==> src/rtl/sys_req_responder_pkg.sv <==
// Shared types for the SYS req/resp responder: bus layouts, privilege and exception codes,
// FSM states and the CSR read-modify-write helper.
package sys_req_responder_pkg;

  localparam int unsigned SYS_XLEN       = 64;
  localparam int unsigned SYS_CSR_ADDR_W = 12;
  localparam int unsigned SYS_ECAUSE_W   = 4;

  localparam logic [1:0] PRIV_LVL_U = 2'd0;
  localparam logic [1:0] PRIV_LVL_S = 2'd1;
  localparam logic [1:0] PRIV_LVL_M = 2'd3;

  localparam logic [SYS_ECAUSE_W-1:0] EXC_ILLEGAL_INSTR = 4'd2;

  typedef enum logic [1:0] {CsrOpNone = 2'd0, CsrOpW = 2'd1, CsrOpS = 2'd2, CsrOpC = 2'd3} csr_op_e;

  typedef enum logic [2:0] {StIdle, StFDwb, StFiDwb, StFiIinv, StSfTlb, StDone} sys_state_e;

  typedef enum logic [1:0] {OpNone, OpFence, OpFencei, OpSfence} sys_op_e;

  // asid carries the full rs2 value; only the low ASID bits reach the TLBs.
  typedef struct packed {
    logic [SYS_XLEN-1:0]       asid;
    logic [SYS_XLEN-1:0]       vaddr;
    logic [SYS_XLEN-1:0]       op1;
    logic [SYS_CSR_ADDR_W-1:0] csr_addr;
    csr_op_e                   csr_op;
    logic                      sfence;
    logic                      fencei;
    logic                      fence;
    logic                      csr_we;
    logic                      csr_re;
  } sys_req_t;

  typedef struct packed {
    logic [SYS_XLEN-1:0]     csr_rddata;
    logic [SYS_ECAUSE_W-1:0] ecause;
    logic                    exception;
    logic                    pipeflush;
    logic [1:0]              priv_lvl;
    logic                    status_tsr;
    logic                    status_tvm;
    logic                    sfence_done;
    logic                    fencei_done;
    logic                    fence_done;
  } sys_resp_t;

  localparam int unsigned SYS_REQ_LEN  = $bits(sys_req_t);
  localparam int unsigned SYS_RESP_LEN = $bits(sys_resp_t);

  function automatic logic [SYS_XLEN-1:0] csr_apply(input csr_op_e op,
                                                    input logic [SYS_XLEN-1:0] rdata,
                                                    input logic [SYS_XLEN-1:0] op1);
    logic [SYS_XLEN-1:0] res;
    res = op1;
    case (op)
      CsrOpS:  res = rdata | op1;
      CsrOpC:  res = rdata & ~op1;
      default: res = op1;
    endcase
    return res;
  endfunction

endpackage

==> src/rtl/sys_csr_access_check.sv <==
// Combinational CSR access checks: privilege / read-only / illegal exceptions, gated write
// strobe, write data, read data and pipeline-flush request.
module sys_csr_access_check
  import sys_req_responder_pkg::*;
#(
  parameter int unsigned XLEN       = SYS_XLEN,
  parameter int unsigned CSR_ADDR_W = SYS_CSR_ADDR_W
) (
  input  logic                  rst,
  input  logic                  flush,
  input  logic                  re,
  input  logic                  we,
  input  csr_op_e               op,
  input  logic [CSR_ADDR_W-1:0] addr,
  input  logic [XLEN-1:0]       op1,
  input  logic [XLEN-1:0]       csr_rdata,
  input  logic [1:0]            priv_lvl,
  input  logic                  csr_illegal,
  input  logic                  csr_side_effect,
  output logic                  exc,
  output logic                  csr_we,
  output logic [XLEN-1:0]       wdata,
  output logic [XLEN-1:0]       rddata,
  output logic                  pipeflush
);

  logic unused_addr;
  assign unused_addr = ^addr[7:0];

  always_comb begin
    // Checks only apply when a CSR access is actually requested.
    exc       = (re | we) & (csr_illegal | (we & (addr[11:10] == 2'b11)) |
                             (addr[9:8] > priv_lvl));
    csr_we    = we & ~exc & ~flush & ~rst;
    rddata    = re ? csr_rdata : '0;
    pipeflush = we & csr_side_effect & ~exc;
    wdata     = csr_apply(op, csr_rdata, op1);
  end

endmodule

==> src/rtl/sys_req_responder.sv <==
// SYS req/resp responder: zero-latency CSR path plus FENCE / FENCE.I / SFENCE.VMA sequencer.
// Define SYS_FENCE_WB_EN to make FENCE perform a D$ writeback-all handshake.
module sys_req_responder
  import sys_req_responder_pkg::*;
#(
  parameter int unsigned XLEN       = SYS_XLEN,
  parameter int unsigned ASID_W     = 16,
  parameter int unsigned CSR_ADDR_W = SYS_CSR_ADDR_W
) (
  input  logic                    clk,
  input  logic                    rst,
  input  logic                    Flush,
  input  logic [SYS_REQ_LEN-1:0]  SYSreqIn,
  output logic [SYS_RESP_LEN-1:0] SYSrespOut,
  input  logic [1:0]              priv_lvl,
  input  logic                    status_tsr,
  input  logic                    status_tvm,
  output logic                    csr_re,
  output logic                    csr_we,
  output logic [CSR_ADDR_W-1:0]   csr_addr,
  output logic [XLEN-1:0]         csr_wdata,
  input  logic [XLEN-1:0]         csr_rdata,
  input  logic                    csr_illegal,
  input  logic                    csr_side_effect,
  output logic                    dc_wb_req,
  input  logic                    dc_wb_ack,
  output logic                    ic_inv_req,
  input  logic                    ic_inv_ack,
  output logic                    tlb_flush_req,
  input  logic                    tlb_flush_ack,
  output logic [ASID_W-1:0]       tlb_asid,
  output logic [XLEN-1:0]         tlb_vaddr
);

  sys_req_t   req;
  sys_resp_t  resp;
  sys_state_e state_q;
  sys_op_e    op_q;
  logic       abort_q;
  logic       op_req;
  logic       cancel;
  logic       csr_exc;
  logic       chk_pf;
  logic [XLEN-1:0] chk_wdata;
  logic [XLEN-1:0] chk_rddata;
  logic       unused_asid;

  assign req         = sys_req_t'(SYSreqIn);
  assign SYSrespOut  = resp;
  assign unused_asid = ^req.asid[SYS_XLEN-1:ASID_W];

  sys_csr_access_check #(
    .XLEN      (XLEN),
    .CSR_ADDR_W(CSR_ADDR_W)
  ) u_csr_check (
    .rst            (rst),
    .flush          (Flush),
    .re             (req.csr_re),
    .we             (req.csr_we),
    .op             (req.csr_op),
    .addr           (req.csr_addr),
    .op1            (req.op1),
    .csr_rdata      (csr_rdata),
    .priv_lvl       (priv_lvl),
    .csr_illegal    (csr_illegal),
    .csr_side_effect(csr_side_effect),
    .exc            (csr_exc),
    .csr_we         (csr_we),
    .wdata          (chk_wdata),
    .rddata         (chk_rddata),
    .pipeflush      (chk_pf)
  );

  assign csr_re    = req.csr_re & ~rst;
  assign csr_addr  = rst ? '0 : req.csr_addr;
  assign csr_wdata = rst ? '0 : chk_wdata;

  // A sequence is abandoned once Flush is seen or the FU drops its request bit.
  always_comb begin
    op_req = 1'b0;
    case (op_q)
      OpFence:  op_req = req.fence;
      OpFencei: op_req = req.fencei;
      OpSfence: op_req = req.sfence;
      default:  op_req = 1'b0;
    endcase
    cancel = abort_q | Flush | ~op_req;
  end

  always_comb begin
    resp = '0;
    if (!rst) begin
      resp.csr_rddata  = chk_rddata;
      resp.exception   = csr_exc;
      resp.ecause      = csr_exc ? EXC_ILLEGAL_INSTR : '0;
      resp.pipeflush   = chk_pf;
      resp.priv_lvl    = priv_lvl;
      resp.status_tsr  = status_tsr;
      resp.status_tvm  = status_tvm;
      resp.fence_done  = (state_q == StDone) & ~Flush & (op_q == OpFence);
      resp.fencei_done = (state_q == StDone) & ~Flush & (op_q == OpFencei);
      resp.sfence_done = (state_q == StDone) & ~Flush & (op_q == OpSfence);
    end
  end

  always_ff @(posedge clk) begin
    if (rst) begin
      state_q       <= StIdle;
      op_q          <= OpNone;
      abort_q       <= 1'b0;
      dc_wb_req     <= 1'b0;
      ic_inv_req    <= 1'b0;
      tlb_flush_req <= 1'b0;
      tlb_asid      <= '0;
      tlb_vaddr     <= '0;
    end else begin
      unique case (state_q)
        StIdle: begin
          abort_q <= 1'b0;
          if (!Flush) begin
            if (req.fencei) begin
              state_q   <= StFiDwb;
              op_q      <= OpFencei;
              dc_wb_req <= 1'b1;
            end else if (req.sfence) begin
              state_q       <= StSfTlb;
              op_q          <= OpSfence;
              tlb_flush_req <= 1'b1;
              tlb_asid      <= req.asid[ASID_W-1:0];
              tlb_vaddr     <= req.vaddr;
            end else if (req.fence) begin
              op_q <= OpFence;
`ifdef SYS_FENCE_WB_EN
              state_q   <= StFDwb;
              dc_wb_req <= 1'b1;
`else
              state_q <= StDone;
`endif
            end
          end
        end
        StFDwb: begin
          abort_q <= cancel;
          if (dc_wb_ack) begin
            dc_wb_req <= 1'b0;
            state_q   <= cancel ? StIdle : StDone;
          end
        end
        StFiDwb: begin
          abort_q <= cancel;
          if (dc_wb_ack) begin
            dc_wb_req <= 1'b0;
            if (cancel) begin
              state_q <= StIdle;
            end else begin
              state_q    <= StFiIinv;
              ic_inv_req <= 1'b1;
            end
          end
        end
        StFiIinv: begin
          abort_q <= cancel;
          if (ic_inv_ack) begin
            ic_inv_req <= 1'b0;
            state_q    <= cancel ? StIdle : StDone;
          end
        end
        StSfTlb: begin
          abort_q <= cancel;
          if (tlb_flush_ack) begin
            tlb_flush_req <= 1'b0;
            state_q       <= cancel ? StIdle : StDone;
          end
        end
        StDone:  state_q <= StIdle;
        default: state_q <= StIdle;
      endcase
    end
  end

endmodule

==> config.mk <==
export PLATFORM = sky130hd
export DESIGN_NAME = sys_req_responder
export DESIGN_NICKNAME = d
export VERILOG_FILES = /design/src/rtl/sys_req_responder_pkg.sv /design/src/rtl/sys_csr_access_check.sv /design/src/rtl/sys_req_responder.sv
export SDC_FILE = /design/constraint.sdc
export NUM_CORES = 1
export LEC_CHECK = 0
export BUFFER_PORTS_ARGS = -buffer_cell sky130_fd_sc_hd__buf_2
export CAP_MARGIN = 15
export CORE_AREA = 2 2 207 209
export CTS_CLUSTER_DIAMETER = 30
export DETAILED_ROUTE_END_ITERATION = 10
export DIE_AREA = 0 0 209 211
export SYNTH_ARGS = -nofsm -noshare
export SYNTH_HDL_FRONTEND = slang
export SYNTH_SLANG_ARGS = --single-unit
==> constraint.sdc <==
create_clock -name clk -period 1.3 [get_ports clk]
set_input_delay 0 -clock clk [delete_from_list [all_inputs] [get_ports clk]]
set_output_delay 0 -clock clk [all_outputs]
set_load 0.005 [all_outputs]
# Word level (Yosys, flattened, before mapping)
# Cells that the tools add are included.
[op_classes]
n_bitwise = 25
eq_ne = 22
n_mux = 35
reduce_logical = 14
magnitude_cmp = 1
[ops]
columns = ["cell", "count"]
rows = [
  ["$mux W64", 2],
  ["$pmux W64 S2", 1],
  ["$mux W77", 1],
  ["$and A64 B64 Y64", 1],
  ["$not A64 Y64", 1],
  ["$or A64 B64 Y64", 1],
  ["$mux W3", 9],
  ["$ne A2 B2 Y1 const B", 9],
  ["$pmux W3 S5", 1],
  ["$and A1 B1 Y1", 12],
  ["$mux W12", 1],
  ["$reduce_and A4 Y1", 3],
  ["$eq A2 B2 Y1 const B", 5],
  ["$mux W1", 10],
  ["$mux W2", 5],
  ["$pmux W1 S2", 4],
  ["$reduce_bool A2 Y1", 4],
  ["$eq A3 B2 Y1 const B", 2],
  ["$eq A3 B3 Y1 const B", 2],
  ["$reduce_and A6 Y1", 1],
  ["$not A1 Y1", 5],
  ["$or A1 B1 Y1", 5],
  ["$reduce_and A5 Y1", 1],
  ["$ne A4 B4 Y1 const B", 1],
  ["other kinds (10)", 10],
]
[totals]
in_bits = 287
reg_bits = 89
word_cells = 105
out_inout_bits = 238

# Depth between registers and ports, before layout
# Gate-level depths: netlist (run 1).
[logic_depth]
ltp_word = 9
mapped_depth = 7
depth_no_buf = 6

# Cells and area by module
# A second synthesis (run 1) with hierarchy kept.
[hier_totals]
cells_unflattened = 822
area_unflattened_um2 = 6012.0
[by_module_without_submodules]
columns = ["module", "cells_per_inst", "seq_area_each_um2", "area_per_inst_um2", "n_inst"]
rows = [
  ["sys_req_responder", 592, 1781.7, 4419.2, 1],
  ["sys_csr_access_check", 230, 0.0, 1592.8, 1],
]

# Least setup slack after synthesis (run 1)
# OpenSTA, ideal clock, no wires.
[synth_path]
path_kind = "register to register"
start = "reg op_q[1]"
end = "reg state_q[2]"
n_path_buf = 0
setup_slack_ns = -0.114
setup_ns = 0.133
t_arrival_ns = 1.281
path_stages_with_launch = 5
period_less_slack_ns = 1.414
required_ns = 1.167
cell_sequence = "dfxtp_1 mux2_2 a32o_2 a22oi_1 a2111oi_2"
[synth_between]
elab_chain_len = 7
word_cells_on_any_way = 11
cone_classes = "eq/ne: 3; mux: 6; bitwise: 2"
[synth_lines]
columns = ["item", "line", "text"]
rows = [
  ["from (decl)", "sys_req_responder.sv:38", "sys_op_e op_q;"],
  ["from (signal assigned)", "sys_req_responder.sv:109", "op_q <= OpNone;"],
  ["from (signal assigned)", "sys_req_responder.sv:123", "op_q <= OpFencei;"],
  ["from (signal assigned)", "sys_req_responder.sv:127", "op_q <= OpSfence;"],
  ["$eq A2 B2 Y1 or $eq A2 B1 Y1 (tied branches)", "sys_req_responder.sv:81", "case (op_q)"],
  ["$pmux W1 S3 (*)", "sys_req_responder.sv:81", ""],
  ["$not A1 Y1 (*)", "sys_req_responder.sv:87", "cancel = abort_q | Flush | ~op_req;"],
  ["$or A1 B1 Y1 (*)", "sys_req_responder.sv:87", ""],
  ["$mux W3 (*)", "sys_req_responder.sv:146, sys_req_responder.sv:165, sys_req_responder.sv:172", ""],
  ["$mux W3 (on tied branches)", "sys_req_responder.sv:170, sys_req_responder.sv:144, sys_req_responder.sv:163", ""],
  ["$pmux W3 S5 (*)", "sys_req_responder.sv:117", "unique case (state_q)"],
  ["to (signal assigned)", "sys_req_responder.sv:146", "state_q <= cancel ? StIdle : StDone;"],
  ["to (signal assigned)", "sys_req_responder.sv:165", "state_q <= cancel ? StIdle : StDone;"],
  ["to (signal assigned)", "sys_req_responder.sv:172", "state_q <= cancel ? StIdle : StDone;"],
  ["to (decl)", "sys_req_responder.sv:37", "sys_state_e state_q;"],
]
# Every way passes the cells marked *; elsewhere a longest branch is shown, timed or not. The select of a mux whose other input is x is not followed.
# A chain may end at the register's enable or synchronous reset.

# Final worst setup path (run 1)
[layout_path]
start = "reg state_q[2]"
end = "reg tlb_vaddr[44]"
[layout_between]
elab_chain_len = 2
[layout_lines]
columns = ["item", "line", "text"]
rows = [
  ["from (signal assigned)", "sys_req_responder.sv:108", "state_q <= StIdle;"],
  ["from (signal assigned)", "sys_req_responder.sv:122", "state_q <= StFiDwb;"],
  ["from (signal assigned)", "sys_req_responder.sv:126", "state_q <= StSfTlb;"],
  ["$logic_not A3 Y1", "sys_req_responder.sv:117", ""],
  ["$reduce_and A4 Y1 (no source line)", "n/a", ""],
  ["to (signal assigned)", "sys_req_responder.sv:130", "tlb_vaddr <= req.vaddr;"],
  ["to (decl)", "sys_req_responder.sv:32", "output logic [XLEN-1:0] tlb_vaddr"],
]
# Every way passes these cells.

==> results of run 1 <==
[cells by family after synthesis]
| kind of cell | count (synthesis) |
|---|---|
| AOI/OAI and AO/OA | 176 |
| xor gates and xnor gates | 1 |
| adders and majority gates | 2 |
| buffers and inverters | 70 |
| DFF | 89 |
| muxes | 2 |
| other | 1 |
| and+or+nand+nor | 475 |
[routing by layer]
layer / track usage / part of all wire / vias up
met5: 0 / 0.0017 / -
met4: 0.0648 / 0.045 / 8
met3: 0.0360 / 0.082 / 43
met2: 0.217 / 0.47 / 363
met1: 0.143 / 0.40 / 3461
li1: - / - / 3793
[repair_timing]
item / CTS / global route
hold endpoints to repair: 84 / 0
resized for setup: 17 / 29
pin swaps: 12 / 10
hold buffers: 84 / 0
setup endpoints to repair: 91 / 94
gates cloned: 0 / 2
setup buffers: 4 / 0
[sequential cells by signal, summed over array words and instances, names as in the netlist]
| name | count |
|---|---|
| op_q | 2 |
| dc_wb_req | 1 |
| tlb_flush_req | 1 |
| abort_q | 1 |
| ic_inv_req | 1 |
| tlb_vaddr | 64 |
| tlb_asid | 16 |
| state_q | 3 |
[worst max-delay path, cell delays in order, from the launching register on]
cell	delay, ns
dfxtp_2	0.34
nor4b_4	0.25
buf_4	0.16
nand2_2	0.07
buf_12	0.15
buf_12	0.16
nand2_1	0.09
a21oi_2	0.06
[Yosys cell counts, types with 2 or more instances]
cell type / n
clkbuf_1: 38
buf_2: 8
a21oi_2: 10
o21ai_1: 4
nand3_1: 5
o31ai_1: 2
buf_6: 9
inv_1: 6
nand2b_1: 2
a21oi_1: 144
a22oi_1: 3
a211oi_1: 3
dfxtp_1: 89
buf_4: 4
nor3_1: 4
nor2b_1: 18
nor3b_1: 2
and4_1: 2
o21ai_0: 2
ha_1: 2
nand2_1: 221
buf_1: 5
nand2_2: 10
nor2_1: 137
o211ai_1: 2
and3_1: 2
and2_1: 65
[where the power goes]
part           leakage (nW)  switching, mW  internal, mW
Sequential            0.725         0.0873          2.86
Combinational          4.08           1.30          1.33
Clock                 0.135           1.12          1.35
Total                  4.94           2.50          5.55
[final cells by class]
type	instances	area, sq um	share of cell area
timing repair buffer	628	3980	0.396
multi-input combinational	659	3280	0.326
sequential	89	1790	0.179
tap	539	674	0.0671
clock buffer	10	239	0.0238
clock inverter	6	42.5	0.00423
inverter	6	25.0	0.00249
antenna	6	15.0	0.00149
[path summary, 6_finish.rpt]
| kind | endpoint | slack [ns] | cells after the start |
|---|---|---|---|
| worst max-delay path | tlb_vaddr[44]$_SDFFE_PP0P_ | -0.13 | 7 |
| worst min-delay path | op_q[0]$_SDFFE_PP0P_ | 0.05 | 3 |
| worst max register to register | tlb_vaddr[44]$_SDFFE_PP0P_ | -0.13 | 7 |
| worst min register to register | tlb_vaddr[13]$_SDFFE_PP0P_ | 0.45 | 2 |
[metrics by stage]
stage	utilization	power, mW	setup WS [ns]
2_1_floorplan	-	3.97	-0.0546
4_1_cts	0.236	8.07	-0.126
3_5_place_dp	0.207	5.31	-0.185
6_report	0.241	8.05	-0.128
3_3_place_gp	0.207	5.29	-0.157
5_1_grt	0.240	8.50	-0.215
==> metrics.txt, run 1 <==
status finished with violations; failing checks setup timing; Worst EP arrival 1.64 ns; Sink Count 89; global-route usage over all layers 0.126; I/O Buffers 473; first-pass GRT wire length 42700 um; Unique masters post-synth 44; Die Height 211 um; Hold/Removal Path Class primary input to register; GR Overflow Total 0; Worst setup SP type register; clk_lat worst skew 0.35 ns; beginning of the worst hold path SYSreqIn[2]; CP required 1.51 ns; # Max-Cap Violations 0; Syn-to-layout area delta 89.8%; Primary FF master, synth dfxtp_1; ANT nets after route 0; final worst slack -0.128 ns; Clock Tree Buf Depth 2; Final Setup Violations 87; vias per inst 3.95; worst setup path startpoint state_q[2]$_SDFFE_PP0P_; vias in the first global route 7388; CTS tree yes; gp weighted congestion 0.916; DRC violations left 0; DP Area 0.00866 sq mm; H-tree depth 3; share of the synthesized area in the top cell type 0.337; Simple-Gate Fraction of Synth Area 0.401; full die area 0.0441 sq mm; antenna violations before repair 12; wire per inst 15.3 um; Seq cells post-synth 89; Hold WS 0.0521 ns; xor/xnor cell area share of the yosys netlist 0.00165; worst vdd ir 0.000533 V; commonest non-fill, non-tap cell in the layout buf_2; period utilisation layout 1.10; Chip Width 209 um; Initial DRC Count 571; Reg clk slew, reported paths 0.07 ns; 1st-pass router iterations 4; Compound-Gate Fraction of Synth Area 0.184; post-synthesis mux area share 0.00402; DRT Wirelength 29700 um; row count 75; fin cells 1943; post-synthesis sequential area ratio 0.337; Avg Cell Area, Syn 6.49 sq um; Power Dens Cells 801 mW/mm^2; WS Path Type register to register; Final Hold Viols 0; commonest cells after routing, fill and taps aside 472 x buf_2, 217 x nand2_1, 137 x nor2_1, 133 x a21oi_1, 85 x dfxtp_1; nets@finish 1682; Post-Synth Adder-Cell Area 0.00473; # IOs 525; r2r startpoint state_q[2]$_SDFFE_PP0P_; RSZ-0062 raised after global routing true; Setup Total Neg Slack -7.40 ns; via count 7668; fill count 4623; Post-Layout Inst Area 0.0100 sq mm; CTS buffer count 9; core area 0.0418 sq mm; Synthesis Warnings 0; Starting Density 0.127; max-slew violations 0; critical path fanouts, max 21; Pleak 4.94 nW; top post-synthesis cells by area dfxtp_1 34%, nand2_1 16%, a21oi_1 14%, nor2_1 9.7%, and2_1 7.7%; Post-synth EDFFs 0; CTS Root Cell clkbuf_16; cell taking the most area after synthesis dfxtp_1; min cycle time layout 1.43 ns; highest clock rate 700 MHz; Critical Path End Type register; synthesized cell area 0.00529 sq mm; largest net degree at the start of global routing 97; largest family of logic cells by synthesized area simple AND/OR/NAND/NOR gates; Placed Instances 1831; Detailed Place HPWL 23700 um; Final Skew 0.0117 ns; share of cells above drive strength 1 0.442; Async SR Flop Fraction 0; synthesized instance count 816
(Power assumes the default switching activity.)
==> run 2: changes to the inputs <==
- CORE_AREA: 2 2 207 209 -> 2 2 205 207
- DIE_AREA: 0 0 209 211 -> 0 0 207 209
- clock period: 1.3 -> 1.65 ns (I/O delays scaled with it)
==> run 2 against run 1 <==
Against the previous run: the run now ends clean; flip-flop and latch count stayed put; die area is 1.9% lower; register-to-register slack better by 0.25 ns; count of clock-buffer cells in the layout is 2 higher; global-route usage is 0.67 points higher; fmax is 6.6% lower; critical path depth is 3 lower.
==> metrics.txt, run 2 (synthesized netlist as in run 1, its figures left out) <==
GR Overflow Total 0; Seq pwr share 0.368; ANT nets after route 0; Rel. slew slack 0.562; Die Height 209 um; Pleak 4.68 nW; pre-CTS setup slack 0.0883 ns; via count 7546; Setup Total Neg Slack 0 ns; Worst EP arrival 1.73 ns; Final Setup Violations 0; share of cells above drive strength 1 0.408; WL met3 2360 um; RSZ-0062 raised after global routing false; Worst setup SP type register; WS Path Type register to register; Hold/Removal Path Class primary input to register; final worst slack 0.121 ns; commonest non-fill, non-tap cell in the layout buf_2; max reg flops 64; largest net degree at the start of global routing 72; top sig layer met5; CTS tree yes; Psw 1.86 mW; DRT Wirelength 30200 um; P_int 4.49 mW; gp weighted congestion 0.932; first-pass GRT wire length 44100 um; DRT met1 WL 11600 um; wire per inst 15.9 um; max-slew violations 0; row count 75; Comb pwr share 0.283; 1st-pass router iterations 5; CTS Root Cell clkbuf_16; nets@finish 1638; commonest cells after routing, fill and taps aside 472 x buf_2, 219 x nand2_1, 144 x a21oi_1, 137 x nor2_1, 84 x dfxtp_1; switch share 0.293; worst vdd ir 0.000422 V; full die area 0.0433 sq mm; # IOs 525; Syn-to-layout area delta 79.6%; critical path fanouts, max 7; antenna violations before repair 15; status finished, final reports clean; highest clock rate 654 MHz; Initial DRC Count 471; biggest registers after layout tlb_vaddr x64, tlb_asid x16, state_q x3; H-tree depth 3; DRC violations left 0; CP required 1.86 ns; worst-margin pin slew 0.657 ns; Most flops, register tlb_vaddr; Clock Tree Buf Depth 2; Detailed Place HPWL 24800 um; Final Hold Viols 0; Final Skew 0.00560 ns; Chip Width 207 um; Power Dens Cells 668 mW/mm^2; Reg clk slew, reported paths 0.06 ns; I/O Buffers 473; clock network power share 0.349; period utilisation layout 0.927; clk_lat worst skew 0.34 ns; # Max-Cap Violations 0; routed wl met2 14600 um; vias per inst 3.97; global-route usage over all layers 0.133; CTS buffer count 9; Critical Path End Type register; vias in the first global route 7231; Starting Density 0.128; core area 0.0413 sq mm; Sink Count 89; min cycle time layout 1.53 ns
run 2: changes by cell type in the layout (fill, tap and decap cells not counted), moves of 3 or more:
cell,previous run,this run
buf_4,47,23
a21oi_1,133,144
a21oi_2,21,10
buf_6,10,1
buf_12,10,6
dfxtp_2,1,5
diode_2,6,10
dfxtp_4,3,0
run 2: power by group through the flow:
| stage | logic, mW | registers, mW | clock network [mW] |
|---|---|---|---|
| 3_5_place_dp | 1.64 | 2.38 | 0 |
| 3_3_place_gp | 1.63 | 2.37 | 0 |
| 5_1_grt | 1.98 | 2.35 | 2.40 |
| 4_1_cts | 1.80 | 2.33 | 2.32 |
| 6_report | 1.80 | 2.34 | 2.21 |
| 2_1_floorplan | 0.749 | 2.37 | 0 |
run 2: worst max-delay path, stage by stage (launching register included):
cell	delay, ns
dfxtp_2	0.38
mux2_2	0.36
a32o_2	0.31
a22oi_1	0.24
a2111oi_2	0.08
run 2: worst paths after layout:
kind / startpoint / to / slack (ns) / cells after the start
min reg2reg: tlb_vaddr[53]$_SDFFE_PP0P_ / tlb_vaddr[53]$_SDFFE_PP0P_ / 0.45 / 2
min: SYSreqIn[4] / op_q[1]$_SDFFE_PP0P_ / 0.03 / 3
max reg2reg: op_q[1]$_SDFFE_PP0P_ / state_q[2]$_SDFFE_PP0P_ / 0.12 / 4
max: op_q[1]$_SDFFE_PP0P_ / state_q[2]$_SDFFE_PP0P_ / 0.12 / 4
run 2: area by class of cell:
| class | instances | area (sq um) |
|---|---|---|
| Antenna cell | 10 | 25.0 |
| Clock inverter | 4 | 76.3 |
| Sequential cell | 89 | 1790 |
| Timing Repair Buffer | 584 | 3490 |
| Fill cell | 4563 | 31800 |
| Clock buffer | 12 | 246 |
| Multi-Input combinational cell | 659 | 3190 |
| Inverter | 6 | 22.5 |
| Tap cell | 539 | 674 |
run 2: metrics by stage:
stage / hold WS [ns] / instances / utilization / instance area [sq um] / power [mW]
after global placement: 0.242 / 1795 / 0.202 / 8320 / 4.00
after detailed placement: 0.248 / 1795 / 0.202 / 8320 / 4.02
after CTS: 0.0156 / 1893 / 0.229 / 9470 / 6.46
after floorplan: 0.0342 / 818 / - / 5300 / 3.12
after global routing: 0.0484 / 1901 / 0.230 / 9500 / 6.73
final: 0.0275 / 1903 / 0.230 / 9510 / 6.35
run 2: routing by layer:
| metal | vias up | GRT usage |
|---|---|---|
| li1 | 3698 | - |
| met1 | 3408 | 0.148 |
| met2 | 382 | 0.232 |
| met3 | 50 | 0.0347 |
| met4 | 8 | 0.0734 |
| met5 | - | 0 |
run 2: what timing repair did:
| item | in CTS | in global routing |
|---|---|---|
| endpoints found under the hold margin | 82 | 0 |
| hold buffers | 82 | 0 |
| resized for setup | 0 | 6 |
| setup endpoints to repair | 0 | 8 |
| buffers inserted | 0 | 0 |
==> run 3: changes to the inputs <==
- CORE_AREA: 2 2 205 207 -> 2 2 201 203
- DIE_AREA: 0 0 207 209 -> 0 0 203 205
- clock period: 1.65 -> 1.55 ns (I/O delays scaled with it)
==> run 3 against run 2 <==
Against the previous run: global-route usage grew 0.33 points; worst hold slack better by 0.0018 ns; clock skew increased by 0.0067 ns; register-to-register slack worse by 0.09 ns; flip-flop and latch count did not move; wire length is 2.6% higher; final cell count down 0.47%; setup slack got worse by 0.087 ns.
==> metrics.txt, run 3 (synthesized netlist as in run 1, its figures left out) <==
CTS tree yes; Syn-to-layout area delta 82.7%; Hold/Removal Path Class primary input to register; clock network power share 0.356; Die Height 205 um; Chip Width 203 um; worst-margin pin slew 0.514 ns; commonest non-fill, non-tap cell in the layout buf_2; Starting Density 0.134; nets@finish 1645; DRC violations left 0; Post-Layout Inst Area 0.00967 sq mm; Detailed Place HPWL 23700 um; slowest cell on the critical path or3_1; wire per inst 16.4 um; global-route usage over all layers 0.136; CTS Root Cell clkbuf_16; largest net degree at the start of global routing 90; Most flops, register tlb_vaddr; Comb pwr share 0.291; H-tree depth 3; max-slew violations 0; core area 0.0394 sq mm; ANT nets after route 0; r2r endpoint state_q[2]$_SDFFE_PP0P_; hold-critical path depth 4; slowest stage delay, CP 0.39 ns; r2r startpoint state_q[2]$_SDFFE_PP0P_; antenna violations before repair 14; Sink Count 89; Power Dens Cells 722 mW/mm^2; fill count 4356; Final Hold Viols 0; share of cells above drive strength 1 0.420; Worst setup SP type register; clk_lat worst skew 0.35 ns; min cycle time layout 1.52 ns; Worst EP arrival 1.76 ns; commonest cells after routing, fill and taps aside 472 x buf_2, 216 x nand2_1, 138 x a21oi_1, 137 x nor2_1, 86 x dfxtp_1; biggest registers after layout tlb_vaddr x64, tlb_asid x16, state_q x3; P_int 4.86 mW; DRT Wirelength 31000 um; Initial DRC Count 409; RSZ-0062 raised after global routing true; critical path fanouts, max 8; Rel. slew slack 0.657; vias in the first global route 7156; Placed Instances 1784; highest clock rate 660 MHz; CP required 1.80 ns; status finished, final reports clean; Reg clk slew, reported paths 0.07 ns; DP Area 0.00833 sq mm; first-pass GRT wire length 42700 um; Seq pwr share 0.354; crit-path cells buf_4 -> or3_1 -> o211ai_2 -> nand3_2 -> a2111oi_2; WS Path Type register to register; fin cells 1894; 1st-pass router iterations 4; GR Overflow Total 0; max reg flops 64; I/O Buffers 473; vias per inst 3.99; # Max-Cap Violations 0; Pleak 4.77 nW; Clock Tree Buf Depth 2; gp weighted congestion 0.923; Final Skew 0.0123 ns; Final Setup Violations 0; switch share 0.304; Psw 2.12 mW; row count 73; CTS buffer count 9; via count 7555; Reg2Reg Depth 5; final core utilization 0.246; Critical Path End Type register; Hold Crit Endpoint state_q[0]$_SDFFE_PP0P_; period utilisation layout 0.978; reg-to-reg slack, setup 0.03 ns; beginning of the worst hold path dc_wb_ack; # IOs 525; full die area 0.0416 sq mm; worst vdd ir 0.000602 V
-- run 3: metrics by stage --
stage	hold WS, ns	setup TNS, ns	total power [mW]	worst slack (ns)
finish	0.0293	0	6.98	0.0344
global route	0.0626	-0.356	7.37	-0.0458
CTS	0.00713	0	7.04	0.00820
detailed placement	0.244	0	4.30	0.0215
global placement	0.243	0	4.29	0.0505
floorplan	0.0342	0	3.32	0.136
-- run 3: area by class of cell --
type / instances / area [sq um] / area share
timing repair buffer: 591 / 3610 / 0.373
antenna: 8 / 20.0 / 0.00207
sequential: 89 / 1790 / 0.185
clock buffer: 10 / 239 / 0.0247
clock inverter: 6 / 97.6 / 0.0101
inverter: 6 / 22.5 / 0.00233
tap: 525 / 657 / 0.0679
multi-input combinational: 659 / 3240 / 0.335
-- run 3: power by group through the flow --
stage	Clock, mW	Combinational [mW]	Sequential, mW
after CTS	2.61	1.96	2.46
after global placement	0	1.78	2.51
after detailed placement	0	1.79	2.52
final	2.48	2.03	2.47
after global routing	2.67	2.22	2.48
after floorplan	0	0.798	2.52
-- run 3: layer usage --
layer	global-route usage	wire length, um
met3	0.0337	2500
met5	0	49
met1	0.155	12200
met2	0.236	15100
met4	0.0719	1210
-- run 3: worst max-delay path, delay by kind of cell, from the launching register on --
kind / cells / cell delay [ns]
compound gates: 2 / 0.42
flops: 1 / 0.34
buf+inv: 1 / 0.16
simple gates: 2 / 0.49
-- run 3: repair_timing --
action	in CTS	in global routing
gates cloned	0	2
endpoints found under the setup margin	3	26
gates resized for setup	2	25
pin swaps	0	6
setup buffers	0	1
hold buffers	83	0
hold endpoints to repair	82	0
-- run 3: how the worst max path moves through the flow --
stage                                 start                          to  slack (ns)  cells after the start
floorplan              op_q[1]$_SDFFE_PP0P_     state_q[2]$_SDFFE_PP0P_        0.14                      4
global placement    state_q[2]$_SDFFE_PP0P_  tlb_vaddr[62]$_SDFFE_PP0P_        0.05                      5
detailed placement  state_q[2]$_SDFFE_PP0P_  tlb_vaddr[33]$_SDFFE_PP0P_        0.02                      5
CTS                 state_q[2]$_SDFFE_PP0P_     state_q[2]$_SDFFE_PP0P_       0.008                      5
global route        state_q[2]$_SDFFE_PP0P_   tlb_vaddr[8]$_SDFFE_PP0P_       -0.05                      6
finish              state_q[2]$_SDFFE_PP0P_     state_q[2]$_SDFFE_PP0P_        0.03                      5
